==> config.mk <==
export PLATFORM = sky130hd
export DESIGN_NAME = bpu_btb
export DESIGN_NICKNAME = d
export VERILOG_FILES = /design/src/rtl/bpu_btb.sv
export SDC_FILE = /design/constraint.sdc
export NUM_CORES = 2
export LEC_CHECK = 0
export CAP_MARGIN = 0
export CORE_MARGIN = 2
export CORE_UTILIZATION = 31
export DETAILED_ROUTE_END_ITERATION = 10
export PLACE_DENSITY_LB_ADDON = 0.08
export SETUP_SLACK_MARGIN = 0.4
export SYNTH_ARGS = -nofsm -noshare
export SYNTH_HDL_FRONTEND = slang
export SYNTH_SLANG_ARGS = --single-unit
export TNS_END_PERCENT = 20
==> constraint.sdc <==
create_clock -name clk -period 12.33 [get_ports clk]
set_input_delay 2.466 -clock clk [delete_from_list [all_inputs] [get_ports clk]]
set_output_delay 2.466 -clock clk [all_outputs]
set_load 0.01 [all_outputs]
==> src/rtl/bpu_btb.sv <==
// Fully associative branch target buffer with optional 2-bit direction counters.
// Define BPU_SAT_CNT_EN to enable the counters; otherwise every valid hit predicts taken.
module bpu_btb #(
  parameter  int ENTRIES = 8,
  localparam int IDX_W   = $clog2(ENTRIES)
) (
  input  logic        clk,
  input  logic        rst,
  input  logic [5:0]  stall,
  input  logic        flush,
  input  logic [31:0] if_pc,
  input  logic        ex_br_valid,
  input  logic        ex_br_taken,
  input  logic [31:0] ex_br_target,
  output logic [32:0] bp_bus,
  output logic [32:0] bp_to_ex_bus,
  output logic [32:0] mis_bus
);

  typedef struct packed {
    logic             vld;
    logic [31:0]      pc;
    logic             bp_e;
    logic [31:0]      bp_target;
    logic             hit;
    logic [IDX_W-1:0] hit_idx;
  } stg_t;

  logic [ENTRIES-1:0] v;
  logic [31:0]        tag [ENTRIES];
  logic [31:0]        tgt [ENTRIES];
`ifdef BPU_SAT_CNT_EN
  logic [1:0]         cnt [ENTRIES];
`endif
  logic [IDX_W-1:0]   rr_ptr;

  stg_t it_q, ic_q, id_q, ex_q;
  stg_t it_in, it_look;

  logic             hit;
  logic [IDX_W-1:0] hit_idx;
  logic             pred;
  logic             bp_e;
  logic [31:0]      bp_target;

  logic             ex_res;
  logic             mis_e;
  logic [31:0]      mis_pc;
  logic             upd;

  logic             tag_hit;
  logic [IDX_W-1:0] tag_idx;
  logic             inv_any;
  logic [IDX_W-1:0] inv_idx;
  logic [IDX_W-1:0] vic;

  logic unused_ok;
  assign unused_ok = stall[5];

  // Lookup of the IT pc; descending scan so the lowest index wins.
  always_comb begin
    hit     = 1'b0;
    hit_idx = '0;
    for (int i = ENTRIES - 1; i >= 0; i--) begin
      if (v[i] && tag[i] == it_q.pc) begin
        hit     = 1'b1;
        hit_idx = IDX_W'(i);
      end
    end
  end

`ifdef BPU_SAT_CNT_EN
  assign pred = hit & cnt[hit_idx][1];
`else
  assign pred = hit;
`endif

  assign bp_e      = ~flush & pred;
  assign bp_target = bp_e ? tgt[hit_idx] : 32'h0;
  assign bp_bus    = {bp_e, bp_target};

  // IT bundle enriched with the lookup result before it moves to IC.
  always_comb begin
    it_look           = it_q;
    it_look.bp_e      = bp_e;
    it_look.bp_target = bp_target;
    it_look.hit       = hit;
    it_look.hit_idx   = hit_idx;
  end

  // Fresh fetch entering IT.
  always_comb begin
    it_in     = '0;
    it_in.vld = 1'b1;
    it_in.pc  = if_pc;
  end

  assign bp_to_ex_bus = {ex_q.bp_e, ex_q.bp_target};

  // Redirect request from the resolved branch in EX.
  always_comb begin
    ex_res = ex_q.vld & ex_br_valid;
    mis_e  = 1'b0;
    mis_pc = 32'h0;
    if (ex_res && !flush) begin
      mis_e = (ex_br_taken != ex_q.bp_e) |
              (ex_br_taken & ex_q.bp_e &
               (ex_br_target != ex_q.bp_target));
      mis_pc = ex_br_taken ? ex_br_target
                           : ex_q.pc + 32'd4;
    end
  end

  assign mis_bus = {mis_e, mis_pc};

  // Register k advances on stall[k]; a stop upstream with k free inserts a bubble.
  function automatic stg_t adv(
    input stg_t cur,
    input stg_t prv,
    input logic stop_prv,
    input logic stop,
    input logic kill
  );
    if (kill)                 adv = '0;
    else if (stop_prv & ~stop) adv = '0;
    else if (~stop)           adv = prv;
    else                      adv = cur;
  endfunction

  // Pipeline metadata registers IT/IC/ID/EX.
  always_ff @(posedge clk) begin
    if (rst) begin
      it_q <= '0;
      ic_q <= '0;
      id_q <= '0;
      ex_q <= '0;
    end else begin
      it_q <= adv(it_q, it_in, stall[0], stall[1],
                  flush | mis_e);
      ic_q <= adv(ic_q, it_look, stall[1], stall[2],
                  flush | mis_e);
      id_q <= adv(id_q, ic_q, stall[2], stall[3],
                  flush | mis_e);
      ex_q <= adv(ex_q, id_q, stall[3], stall[4], flush);
    end
  end

  // Allocation helpers: late tag match and lowest invalid slot.
  always_comb begin
    tag_hit = 1'b0;
    tag_idx = '0;
    inv_any = 1'b0;
    inv_idx = '0;
    for (int i = ENTRIES - 1; i >= 0; i--) begin
      if (v[i] && tag[i] == ex_q.pc) begin
        tag_hit = 1'b1;
        tag_idx = IDX_W'(i);
      end
      if (!v[i]) begin
        inv_any = 1'b1;
        inv_idx = IDX_W'(i);
      end
    end
    vic = tag_hit ? tag_idx :
          inv_any ? inv_idx : rr_ptr;
  end

  assign upd = ex_res & ~flush & ~stall[4];

  // Table training from resolved branches.
  always_ff @(posedge clk) begin
    if (rst) begin
      v      <= '0;
      rr_ptr <= '0;
      for (int i = 0; i < ENTRIES; i++) begin
        tag[i] <= '0;
        tgt[i] <= '0;
`ifdef BPU_SAT_CNT_EN
        cnt[i] <= '0;
`endif
      end
    end else if (upd) begin
      if (ex_q.hit) begin
        if (ex_br_taken) begin
          tgt[ex_q.hit_idx] <= ex_br_target;
`ifdef BPU_SAT_CNT_EN
          if (cnt[ex_q.hit_idx] != 2'b11)
            cnt[ex_q.hit_idx] <= cnt[ex_q.hit_idx] + 2'b01;
`endif
        end else begin
`ifdef BPU_SAT_CNT_EN
          if (cnt[ex_q.hit_idx] != 2'b00)
            cnt[ex_q.hit_idx] <= cnt[ex_q.hit_idx] - 2'b01;
`else
          v[ex_q.hit_idx] <= 1'b0;
`endif
        end
      end else if (ex_br_taken) begin
        v[vic]   <= 1'b1;
        tag[vic] <= ex_q.pc;
        tgt[vic] <= ex_br_target;
`ifdef BPU_SAT_CNT_EN
        cnt[vic] <= 2'b10;
`endif
        if (!tag_hit && !inv_any)
          rr_ptr <= rr_ptr + 1'b1;
      end
    end
  end

endmodule

==> impl_results.md <==
* Result of the run: completed
* Port-buffer cells at 172
* Drt pass-1 iters at 5
* Number of synthesized flops with an enable pin at around 510
* Sequential area share after synthesis at between 40% and 50%
* Worst slew margin relative to its limit at about 16%
* Number of antenna cells inserted at 0
* Via density at between 5 and 6
* Initial Util at between 30 and 40%
* Kind of capture point of the worst setup path: primary output
* Post-synthesis cell type count at 64
* Clock buffer count from CTS at 93
* Die area at approximately 0.14 sq mm
* Largest fanout on the critical path at 33
* Most numerous cell in the Yosys netlist: sky130_fd_sc_hd__edfxtp_1
* Last weighted congestion value of the routability-driven placer at between 0.8 and 0.9
* Final worst-path cycle share at 76.7%
* Antenna violation net count after detailed routing at 0
* Data required time of the worst path at approximately 10 ns
* Number of top-level pins at about 170
* Proportion of netlist area held by the largest area contributor at roughly 37%
* Critical Path AT at 6.99 ns
* Type of element launching the critical path: register
* Overall routed net length at about 180000 um
* GR met3 Demand/Resource at under 10%
* Later-pin clock latency in the skew report at 0.69 ns
* Ranking of synthesized cells by area: sky130_fd_sc_hd__edfxtp_1, sky130_fd_sc_hd__dfxtp_1, sky130_fd_sc_hd__xor2_1
* Min-delay worst type: register to register
* Area added between synthesis and finish at 15.3%
* Avg Cell Area, Syn at 10.4 sq um
* Pin count of the biggest net entering global routing at 133
* Gate Count Post-Synth at 4002
* Final Skew at approximately 0.034 ns
* Std-Cell Rows at between 100 and 150
* Critical path type: register to primary output
* Number of maximum-capacitance violations at 0
* Most frequently used flop master after synthesis: sky130_fd_sc_hd__edfxtp_1
* DRC violation total after the first TritonRoute iteration at between 3k and 4k
* Ratio of cells with drive above 1 in the final layout at under 10%
* Grt peak-use layer: met2
* Count of state elements after synthesis at 766
* Final-report setup violation count at 0
* Crit path setup slack, layout at ~2.9 ns
* Highest attainable clock frequency at roughly 110 MHz
* Number of antenna violations at the first check in global routing at 7
* Yosys warning count at 0
* Leakage power figure at around 17 nW
* Die H at 371 um
* Final cell area excluding filler cells at ~0.048 sq mm
* GRT Total Usage at 25.9%
* Fill cells at 13.5k
* Synthesized netlist net count at about 4k
* Power per standard cell area at 126 mW/mm^2
* Count of unresolved DRC violations after routing at 0
* Slew at the pin with the worst max-slew slack at approximately 1.3 ns
* Buffer depth of the longest clock path at 3
* Die X at between 300 and 400 um
* Clock root buffer master: sky130_fd_sc_hd__clkbuf_16
* Power Total at approximately 0.0060 W
* Max-slew violations at 0
* Netlist Area Pre-Place at about 0.042 sq mm
* Number of buffers added for setup after CTS at 0
* Grt total ovfl at 0
* Worst setup timing slack at the placement stage at 3.59 ns
* Clock transition at the registers of the reported paths at ~0.060 ns
* Vias in the first global route at approximately 31k
* NumNets Final at approximately 4k
* Most numerous cell types in the synthesized netlist: sky130_fd_sc_hd__edfxtp_1, sky130_fd_sc_hd__xor2_1, sky130_fd_sc_hd__and2_1
* Fraction of met1 tracks used by global routing at ~36%
* Number of vias in the routed layout at between 30k and 40k
* Core occupancy in the finished layout at about 36%
* Async set or reset register ratio after synthesis at 0%
* Unrepaired setup endpoints after global routing: no
* Area of placed instances at roughly 0.045 sq mm
* Post-CTS Resized at 0
* Hold Vio Cnt, Final at 0
* First-pass GRT wire length at 251000 um
* Maximum vdd drop at roughly 0.098 mV
* Clock tree sinks at between 700 and 800
* Met2 capacity usage during global routing at 41.8%
* Quantity of hold-fixing buffers added after cts at 0
* Post-route minimum period at between 9 and 10 ns
* Post-route setup TNS at 0 ns
* Count of H-tree levels built during CTS at 3
* Core region area at approximately 0.13 sq mm
* Clock tree from TritonCTS: yes
* Wire length per cell at roughly 31 um
* HPWL reported at the end of detailed placement at roughly 110000 um
* Cell type contributing the most total cell area after synthesis: sky130_fd_sc_hd__edfxtp_1
[cell families (layout without fill, tap and decap cells)]
group	count (synthesis)	after routing	share of synthesized area [%]
flip-flops	766	766	49.1
XOR/XNOR	565	565	11.9
multiplexers	279	279	6.80
AND/OR/NAND/NOR	1468	1468	19.1
adder cells (fa/ha/maj)	5	5	0.150
buffers and inverters	464	521	5.22
AO/OA/AOI/OAI	455	455	7.70
[critical path: stages, from the launching register on]
cell                              delay, ns
sky130_fd_sc_hd__dfxtp_1               0.73
sky130_fd_sc_hd__buf_4                 0.34
sky130_fd_sc_hd__xor2_1                0.12
sky130_fd_sc_hd__nor4_1                0.26
sky130_fd_sc_hd__nand4_1               0.19
sky130_fd_sc_hd__or4_2                 0.73
sky130_fd_sc_hd__buf_4                 0.33
sky130_fd_sc_hd__nand4_1               0.32
sky130_fd_sc_hd__a211o_1               0.24
sky130_fd_sc_hd__or3_1                 0.91
sky130_fd_sc_hd__buf_4                 0.48
sky130_fd_sc_hd__o221ai_1              0.20
sky130_fd_sc_hd__a211oi_1              0.71
sky130_fd_sc_hd__clkdlybuf4s50_1       0.69
[placed cells by master, fill, tap and decap left out, types with 13 or more instances in the layout]
cell | netlist | final
sky130_fd_sc_hd__nand4_1 | 83 | 83
sky130_fd_sc_hd__buf_4 | 70 | 150
sky130_fd_sc_hd__o2111ai_1 | 64 | 64
sky130_fd_sc_hd__mux2_2 | 32 | 32
sky130_fd_sc_hd__mux2i_1 | 247 | 247
sky130_fd_sc_hd__dfxtp_1 | 254 | 253
sky130_fd_sc_hd__and2_1 | 363 | 362
sky130_fd_sc_hd__edfxtp_1 | 512 | 512
sky130_fd_sc_hd__clkbuf_1 | 277 | 31
sky130_fd_sc_hd__a211oi_1 | 35 | 34
sky130_fd_sc_hd__clkdlybuf4s50_1 | 0 | 166
sky130_fd_sc_hd__a211o_1 | 35 | 35
sky130_fd_sc_hd__clkinv_2 | 0 | 13
sky130_fd_sc_hd__o211ai_1 | 33 | 33
sky130_fd_sc_hd__nor2_1 | 328 | 325
sky130_fd_sc_hd__o221ai_1 | 32 | 32
sky130_fd_sc_hd__nor3b_1 | 128 | 128
sky130_fd_sc_hd__xnor2_1 | 198 | 198
sky130_fd_sc_hd__clkbuf_8 | 0 | 14
sky130_fd_sc_hd__nor3_1 | 38 | 30
sky130_fd_sc_hd__clkbuf_16 | 0 | 100
sky130_fd_sc_hd__inv_1 | 25 | 25
sky130_fd_sc_hd__nand3_1 | 84 | 83
sky130_fd_sc_hd__a221oi_1 | 32 | 32
sky130_fd_sc_hd__nor4_1 | 185 | 182
sky130_fd_sc_hd__nand2_1 | 188 | 187
sky130_fd_sc_hd__a21oi_1 | 64 | 61
sky130_fd_sc_hd__o21ai_0 | 96 | 95
sky130_fd_sc_hd__or2_2 | 14 | 14
sky130_fd_sc_hd__xor2_1 | 367 | 367
[final timing paths]
| check | cells after the start | startpoint | slack, ns | to |
|---|---|---|---|---|
| worst min register to register | 2 | it_look[69] | 0.46 | it_look[69] |
| worst max register to register | 14 | ex_q[58] | 6.16 | tgt[5][27] |
| worst min-delay path | 2 | it_look[69] | 0.46 | it_look[69] |
| worst max-delay path | 13 | it_look[53] | 2.87 | bp_bus[30] |
[state kept, by name, indices dropped and copies added, names as in the netlist]
name and count:
tgt 256, tag 256, rr_ptr 3, it_look 33, id_q 70, v 8
ex_q 37, ic_q 70, bp_to_ex_bus 33
[metal layers]
metal,share of wire (%),vias to the layer above
met5,0.0072,-
met4,3.6,2
met3,5.9,295
met2,46,1245
met1,45,16100
li1,-,14200
[where the power goes]
part	switching (W)	total, W	internal [W]	leakage, nW
Combinational	0.000246	0.000373	0.000127	8.32
Sequential	0.0000597	0.00287	0.00281	7.06
Clock	0.00118	0.00279	0.00161	1.48
[area by class of cell]
class | count | area, sq um | share of cell area, %
clock buffers | 145 | 2810 | 5.85
multi-input cells | 2772 | 19400 | 40.4
clock inverters | 28 | 223 | 0.464
flip-flops and latches | 766 | 20500 | 42.6
repair buffers | 320 | 2820 | 5.88
inverters | 28 | 105 | 0.219
well taps | 1768 | 2210 | 4.61
[through the flow]
step | hold slack (ns) | cells
after CTS | 0.458 | 5827
after detailed placement | 0.449 | 5654
after global placement | 0.443 | 5654
final | 0.458 | 5827
after floorplan | 0.429 | 4002
after global routing | 0.478 | 5827
Power figures use the tool's default switching activity.
